**src/rtl/fp_pkg.sv**
```systemverilog
// Shared definitions for the FP adder front end: default field widths, operand layout, aligner states.
package fp_pkg;

    localparam int unsigned FP_EXP_WIDTH  = 8;
    localparam int unsigned FP_MANT_WIDTH = 23;
    localparam int unsigned FP_SHIFT_MAX  = FP_MANT_WIDTH + 3;

    typedef struct packed {
        logic                     sign;
        logic [FP_EXP_WIDTH-1:0]  exp;
        logic [FP_MANT_WIDTH-1:0] frac;
    } fp_t;

    typedef enum logic [1:0] {
        IDLE  = 2'd0,
        ALIGN = 2'd1,
        DONE  = 2'd2
    } align_state_t;

endpackage

```
**src/rtl/fp_operand_order.sv**
```systemverilog
// Combinational unpack, magnitude ordering and clamped exponent-difference for the operand aligner.
module fp_operand_order #(
    parameter int unsigned EXP_WIDTH      = 8,
    parameter int unsigned MANTISSA_WIDTH = 23,
    localparam int unsigned W  = 1 + EXP_WIDTH + MANTISSA_WIDTH,
    localparam int unsigned MW = MANTISSA_WIDTH + 3,
    localparam int unsigned CW = $clog2(MW + 1)
) (
    input  logic [W-1:0]         a_in,
    input  logic [W-1:0]         b_in,
    output logic                 big_sign_o,
    output logic                 small_sign_o,
    output logic [EXP_WIDTH-1:0] big_exp_o,
    output logic [MW-1:0]        big_m_o,
    output logic [MW-1:0]        small_m_o,
    output logic                 swap_o,
    output logic [CW-1:0]        dc_o
);

    logic                      a_sign, b_sign;
    logic [EXP_WIDTH-1:0]      a_exp, b_exp, a_eff, b_eff, big_eff, small_eff, diff;
    logic [MANTISSA_WIDTH-1:0] a_frac, b_frac;
    logic [MW-1:0]             a_m, b_m;
    logic [31:0]               diff_ext;

    assign {a_sign, a_exp, a_frac} = a_in;
    assign {b_sign, b_exp, b_frac} = b_in;

    // Denormals (exp field 0) shift as if their exponent were 1.
    assign a_eff = (a_exp == '0) ? EXP_WIDTH'(1) : a_exp;
    assign b_eff = (b_exp == '0) ? EXP_WIDTH'(1) : b_exp;
    assign a_m   = {(a_exp != '0), a_frac, 2'b00};
    assign b_m   = {(b_exp != '0), b_frac, 2'b00};

    assign swap_o = ({b_exp, b_frac} > {a_exp, a_frac});

    always_comb begin
        big_sign_o   = a_sign;
        small_sign_o = b_sign;
        big_exp_o    = a_exp;
        big_m_o      = a_m;
        small_m_o    = b_m;
        big_eff      = a_eff;
        small_eff    = b_eff;
        if (swap_o) begin
            big_sign_o   = b_sign;
            small_sign_o = a_sign;
            big_exp_o    = b_exp;
            big_m_o      = b_m;
            small_m_o    = a_m;
            big_eff      = b_eff;
            small_eff    = a_eff;
        end
    end

    assign diff     = big_eff - small_eff;
    assign diff_ext = 32'(diff);
    assign dc_o     = (diff_ext > MW) ? CW'(MW) : CW'(diff_ext);

endmodule

```
**src/rtl/fp_operand_aligner.sv**
```systemverilog
// FP adder front end: orders operands and right-shifts the smaller mantissa one bit per cycle.
// Sticky accumulation is present only when FP_ALIGN_STICKY_EN is defined.
module fp_operand_aligner
    import fp_pkg::*;
#(
    parameter int unsigned EXP_WIDTH      = FP_EXP_WIDTH,
    parameter int unsigned MANTISSA_WIDTH = FP_MANT_WIDTH,
    localparam int unsigned W  = 1 + EXP_WIDTH + MANTISSA_WIDTH,
    localparam int unsigned MW = MANTISSA_WIDTH + 3,
    localparam int unsigned CW = $clog2(MW + 1)
) (
    input  logic                 clock_in,
    input  logic                 reset_in,
    input  logic                 valid_in,
    output logic                 ready_out,
    input  logic [W-1:0]         a_in,
    input  logic [W-1:0]         b_in,
    output logic                 valid_out,
    input  logic                 ready_in,
    output logic [EXP_WIDTH-1:0] exp_out,
    output logic [MW-1:0]        big_m_out,
    output logic [MW-1:0]        small_m_out,
    output logic                 big_sign_out,
    output logic                 small_sign_out,
    output logic                 swap_out,
    output logic                 sticky_out
);

    logic                 ord_big_sign, ord_small_sign, ord_swap;
    logic [EXP_WIDTH-1:0] ord_exp;
    logic [MW-1:0]        ord_big_m, ord_small_m;
    logic [CW-1:0]        ord_dc;

    fp_operand_order #(
        .EXP_WIDTH      (EXP_WIDTH),
        .MANTISSA_WIDTH (MANTISSA_WIDTH)
    ) u_order (
        .a_in         (a_in),
        .b_in         (b_in),
        .big_sign_o   (ord_big_sign),
        .small_sign_o (ord_small_sign),
        .big_exp_o    (ord_exp),
        .big_m_o      (ord_big_m),
        .small_m_o    (ord_small_m),
        .swap_o       (ord_swap),
        .dc_o         (ord_dc)
    );

    align_state_t         state_q, state_d;
    logic [CW-1:0]        count_q, count_d;
    logic [EXP_WIDTH-1:0] exp_q, exp_d;
    logic [MW-1:0]        big_m_q, big_m_d, small_m_q, small_m_d;
    logic                 big_sign_q, big_sign_d, small_sign_q, small_sign_d;
    logic                 swap_q, swap_d;
`ifdef FP_ALIGN_STICKY_EN
    logic                 sticky_q, sticky_d;
`endif

    always_ff @(posedge clock_in or posedge reset_in) begin
        if (reset_in) begin
            state_q      <= IDLE;
            count_q      <= '0;
            exp_q        <= '0;
            big_m_q      <= '0;
            small_m_q    <= '0;
            big_sign_q   <= 1'b0;
            small_sign_q <= 1'b0;
            swap_q       <= 1'b0;
`ifdef FP_ALIGN_STICKY_EN
            sticky_q     <= 1'b0;
`endif
        end else begin
            state_q      <= state_d;
            count_q      <= count_d;
            exp_q        <= exp_d;
            big_m_q      <= big_m_d;
            small_m_q    <= small_m_d;
            big_sign_q   <= big_sign_d;
            small_sign_q <= small_sign_d;
            swap_q       <= swap_d;
`ifdef FP_ALIGN_STICKY_EN
            sticky_q     <= sticky_d;
`endif
        end
    end

    always_comb begin
        state_d      = state_q;
        count_d      = count_q;
        exp_d        = exp_q;
        big_m_d      = big_m_q;
        small_m_d    = small_m_q;
        big_sign_d   = big_sign_q;
        small_sign_d = small_sign_q;
        swap_d       = swap_q;
`ifdef FP_ALIGN_STICKY_EN
        sticky_d     = sticky_q;
`endif
        unique case (state_q)
            IDLE: begin
                if (valid_in) begin
                    state_d      = ALIGN;
                    count_d      = ord_dc;
                    exp_d        = ord_exp;
                    big_m_d      = ord_big_m;
                    small_m_d    = ord_small_m;
                    big_sign_d   = ord_big_sign;
                    small_sign_d = ord_small_sign;
                    swap_d       = ord_swap;
`ifdef FP_ALIGN_STICKY_EN
                    sticky_d     = 1'b0;
`endif
                end
            end
            ALIGN: begin
                if (count_q != '0) begin
                    small_m_d = small_m_q >> 1;
                    count_d   = count_q - CW'(1);
`ifdef FP_ALIGN_STICKY_EN
                    sticky_d  = sticky_q | small_m_q[0];
`endif
                end else begin
                    state_d = DONE;
                end
            end
            DONE: begin
                if (ready_in) state_d = IDLE;
            end
            default: state_d = IDLE;
        endcase
    end

    assign ready_out      = (state_q == IDLE);
    assign valid_out      = (state_q == DONE);
    assign exp_out        = exp_q;
    assign big_m_out      = big_m_q;
    assign small_m_out    = small_m_q;
    assign big_sign_out   = big_sign_q;
    assign small_sign_out = small_sign_q;
    assign swap_out       = swap_q;
`ifdef FP_ALIGN_STICKY_EN
    assign sticky_out     = sticky_q;
`else
    assign sticky_out     = 1'b0;
`endif

endmodule

```
**config.mk**
```make
export PLATFORM = sky130hd
export DESIGN_NAME = fp_operand_aligner
export DESIGN_NICKNAME = d
export VERILOG_FILES = /design/src/rtl/fp_pkg.sv /design/src/rtl/fp_operand_order.sv /design/src/rtl/fp_operand_aligner.sv
export SDC_FILE = /design/constraint.sdc
export NUM_CORES = 1
export LEC_CHECK = 0
export ABC_AREA = 1
export BUFFER_PORTS_ARGS = -buffer_cell sky130_fd_sc_hd__buf_2
export CAP_MARGIN = 5
export CORE_UTILIZATION = 45
export CTS_BUF_LIST = sky130_fd_sc_hd__clkbuf_16
export DETAILED_ROUTE_END_ITERATION = 12
export GPL_TIMING_DRIVEN = 0
export PLACE_DENSITY = 0.71
export SYNTH_ARGS = -nofsm -noshare
export SYNTH_HDL_FRONTEND = slang
export SYNTH_SLANG_ARGS = --single-unit
```
**constraint.sdc**
```tcl
create_clock -name clock_in -period 2.15 [get_ports clock_in]
set_clock_uncertainty 0.05 [all_clocks]
set_input_delay 0.215 -clock clock_in [delete_from_list [all_inputs] [get_ports clock_in]]
set_output_delay 0.215 -clock clock_in [all_outputs]
set_load 0.01 [all_outputs]
```
==> flow_summary.json <==
{
  "status": "finished with violations",
  "violations": "negative setup slack",
  "dieWidth_um": 108,
  "synth_area_um2": 5060,
  "max_slew_margin": 0.420,
  "cts_inserted_buffers": 9,
  "clock-sinks": 68,
  "ys_seq_area_frac": 0.336,
  "setup_tns_ps": -4520,
  "postSynthAreaPerCell_um2": 6.58,
  "start_util": 0.465,
  "hold_ws_ps": 16.0,
  "die-area_um2": 11700,
  "place_inst": 1041,
  "drt_iter0_drc": 311,
  "grt_pass1_vias": 5183,
  "p_total_mw": 7.91,
  "worstPathRequired_ps": 2310,
  "synth-compound-area-share": 0.0824,
  "antenna_found_initial": 0,
  "reg2regPathDepth": 8,
  "grt_usage": 0.277,
  "grt.overflow.total": 0,
  "wl_um": 15700,
  "cts_root_buffer": "clkbuf_16",
  "synth.area.mux_share": 0,
  "worstSetupEndpointType": "flop",
  "grtUsageMet2": 0.454,
  "synth_cells": 769,
  "rrSetupSlack_ps": 200,
  "htree_levels": 3,
  "setup_viol": 5,
  "critical_path_class": "primary input to flop",
  "dp_hpwl_um": 11200,
  "slew_violations": 0,
  "synth_top_family_by_area": "simple AND/OR/NAND/NOR gates",
  "gr-usage-met1": 0.364,
  "period_share": 1.44,
  "yosys_register_bits": 68,
  "worst_pin_slew_ps": 870,
  "crit_path_max_fanout": 6,
  "postPlaceCellArea_um2": 6050,
  "insertion_delay_ps": 340,
  "path_clk_slew_ps": 60,
  "startpoint": "a_in[22]",
  "via_per_inst": 5.09,
  "leakage_nw": 3.72,
  "startpoint_type": "primary input",
  "yosys.area_share.xor_xnor": 0.0104,
  "grt_util_met3": 0.0494,
  "core_area_um2": 10900,
  "maxCapViolCount": 0,
  "fin_cells": 1079,
  "finalNetCount": 1044,
  "top_usage_layer": "met2",
  "crit_arrival_ps": 3260,
  "r2r_end": "small_m_out[10]",
  "period_minus_slack_ps": 3100,
  "final_area_um2": 6790,
  "drc": 0,
  "routabilityCongestion": 0.869,
  "fp.dieH_um": 108,
  "area_growth_pct": 34.3,
  "clockBufferDepth": 2,
  "grt_first_pass_wirelength_um": 25100,
  "holdBufCountCts": 0,
  "dp_slack_ps": -1590,
  "port_buffers": 130,
  "yosys.area_share.simple": 0.369,
  "synthAdderAreaFrac": 0.105,
  "pin_count": 134,
  "worstReg2RegStart": "count_q[0]",
  "yosys_warnings": 0,
  "dr.pass1.iters": 6,
  "fin_ws_ps": -948,
  "grt_start_max_net_pins": 69,
  "drive_gt1_frac": 0.286,
  "power_density_nw_per_um2": 1160,
  "crit_path_end": "count_q[1]",
  "num_rows": 38,
  "ir_worst_vdd_uv": 576,
  "max_freq_mhz": 323,
  "hold_viol": 0,
  "post_drt_wl_per_cell_um": 14.5,
  "via_count": 5491,
  "rsz0062_at_grt": "true",
  "min_path_type": "primary input to async pin",
  "insertedDiodeCount": 0,
  "cts_tree": "done",
  "ant_nets": 0,
  "fin_util": 0.624,
  "synth_cell_type_count": 30
}
cell usage in the layout (no fill, tap or decap), drive strengths merged, types with 2 or more instances in the layout:
cell type,count
clkinv,4
nor3,3
a21o,2
xor2,4
buf,176
xnor2,2
nand2,283
clkbuf,22
a21oi,24
o21ai,49
nand4,12
dfrtp,68
nand3,60
inv,81
or2,2
nor4,2
conb,3
ha,41
nor2,96
cell usage after synthesis (all sizes together):
library cell / instances / share of area
nor4: 2 / 0.0025
xor2: 4 / 0.0069
or2: 2 / 0.0025
clkbuf: 15 / 0.011
o31ai: 1 / 0.0015
fa: 1 / 0.0040
xnor2: 2 / 0.0035
o21a: 1 / 0.0015
a21oi: 24 / 0.024
ha: 41 / 0.10
nand2: 283 / 0.21
nor3: 3 / 0.0040
conb: 1 / 0.00074
o21ai: 49 / 0.051
buf: 22 / 0.026
dfrtp: 68 / 0.34
nor2: 96 / 0.072
o22ai: 1 / 0.0012
a21o: 2 / 0.0030
nand4: 12 / 0.015
inv: 79 / 0.059
nand3: 60 / 0.060
power breakdown:
group	total, mW	leakage, nW	switching, mW	internal [mW]
Sequential	2.33	0.830	0.408	1.92
Combinational	4.11	2.74	2.48	1.62
Clock	1.48	0.149	0.593	0.884
cell type report:
cell class | instances | area (µm²)
buffer | 35 | 239
sequential | 68 | 1700
tap | 140 | 175
timing repair buffer | 154 | 878
clock inverter | 7 | 60.1
fill | 1037 | 4090
clock buffer | 9 | 225
inverter | 79 | 324
multi-input combinational | 587 | 3190
per-layer routing:
metal / share of wire / vias to the layer above
li1: - / 2759
met1: 0.45 / 2513
met2: 0.47 / 179
met3: 0.058 / 40
met4: 0.026 / 0
met5: 0 / -
worst min-delay path by stage:
stage | end | slack [ps]
after detailed placement | state_q[1] | 370
after CTS | state_q[1] | 30
after floorplan | state_q[1] | 270
after global routing | state_q[1] | 20
after global placement | state_q[1] | 370
final | small_m_out[23] | 20
worst max-delay path, stage by stage:
cell,delay (ps)
buf_8,80
inv_4,30
ha_4,270
nand2_4,60
nor2_4,120
nand4_1,180
nor3_2,270
nand3_2,190
nand2_8,160
buf_8,120
buf_8,110
nand2_4,40
o21ai_2,80
ha_2,200
fa_2,240
inv_2,50
nand3_2,60
nand3_2,80
xnor2_2,160
nor2_1,80
nor2_2,160
nand4_1,140
nand2_1,90
o21ai_1,60
cells by family after synthesis:
group | after synthesis
simple gates | 458
buf+inv | 116
compound gates | 78
flops | 68
fa+ha+maj | 42
xor+xnor | 6
other cells | 1
sequential cells by signal (all words and copies together), names as in the netlist:
| register | flops |
|---|---|
| exp_out | 8 |
| big_m_out | 24 |
| count_q | 5 |
| state_q | 2 |
| small_m_out | 26 |
| small_sign_out | 1 |
| big_sign_out | 1 |
| swap_out | 1 |
what timing repair did:
action | 4_1_cts | 5_1_grt
endpoints found under the hold margin | 0 | 0
gates resized for setup | 53 | 43
pin swaps | 38 | 16
buffers inserted | 20 | 4
endpoints found under the setup margin | 36 | 52
Power figures use the tool's default switching activity.
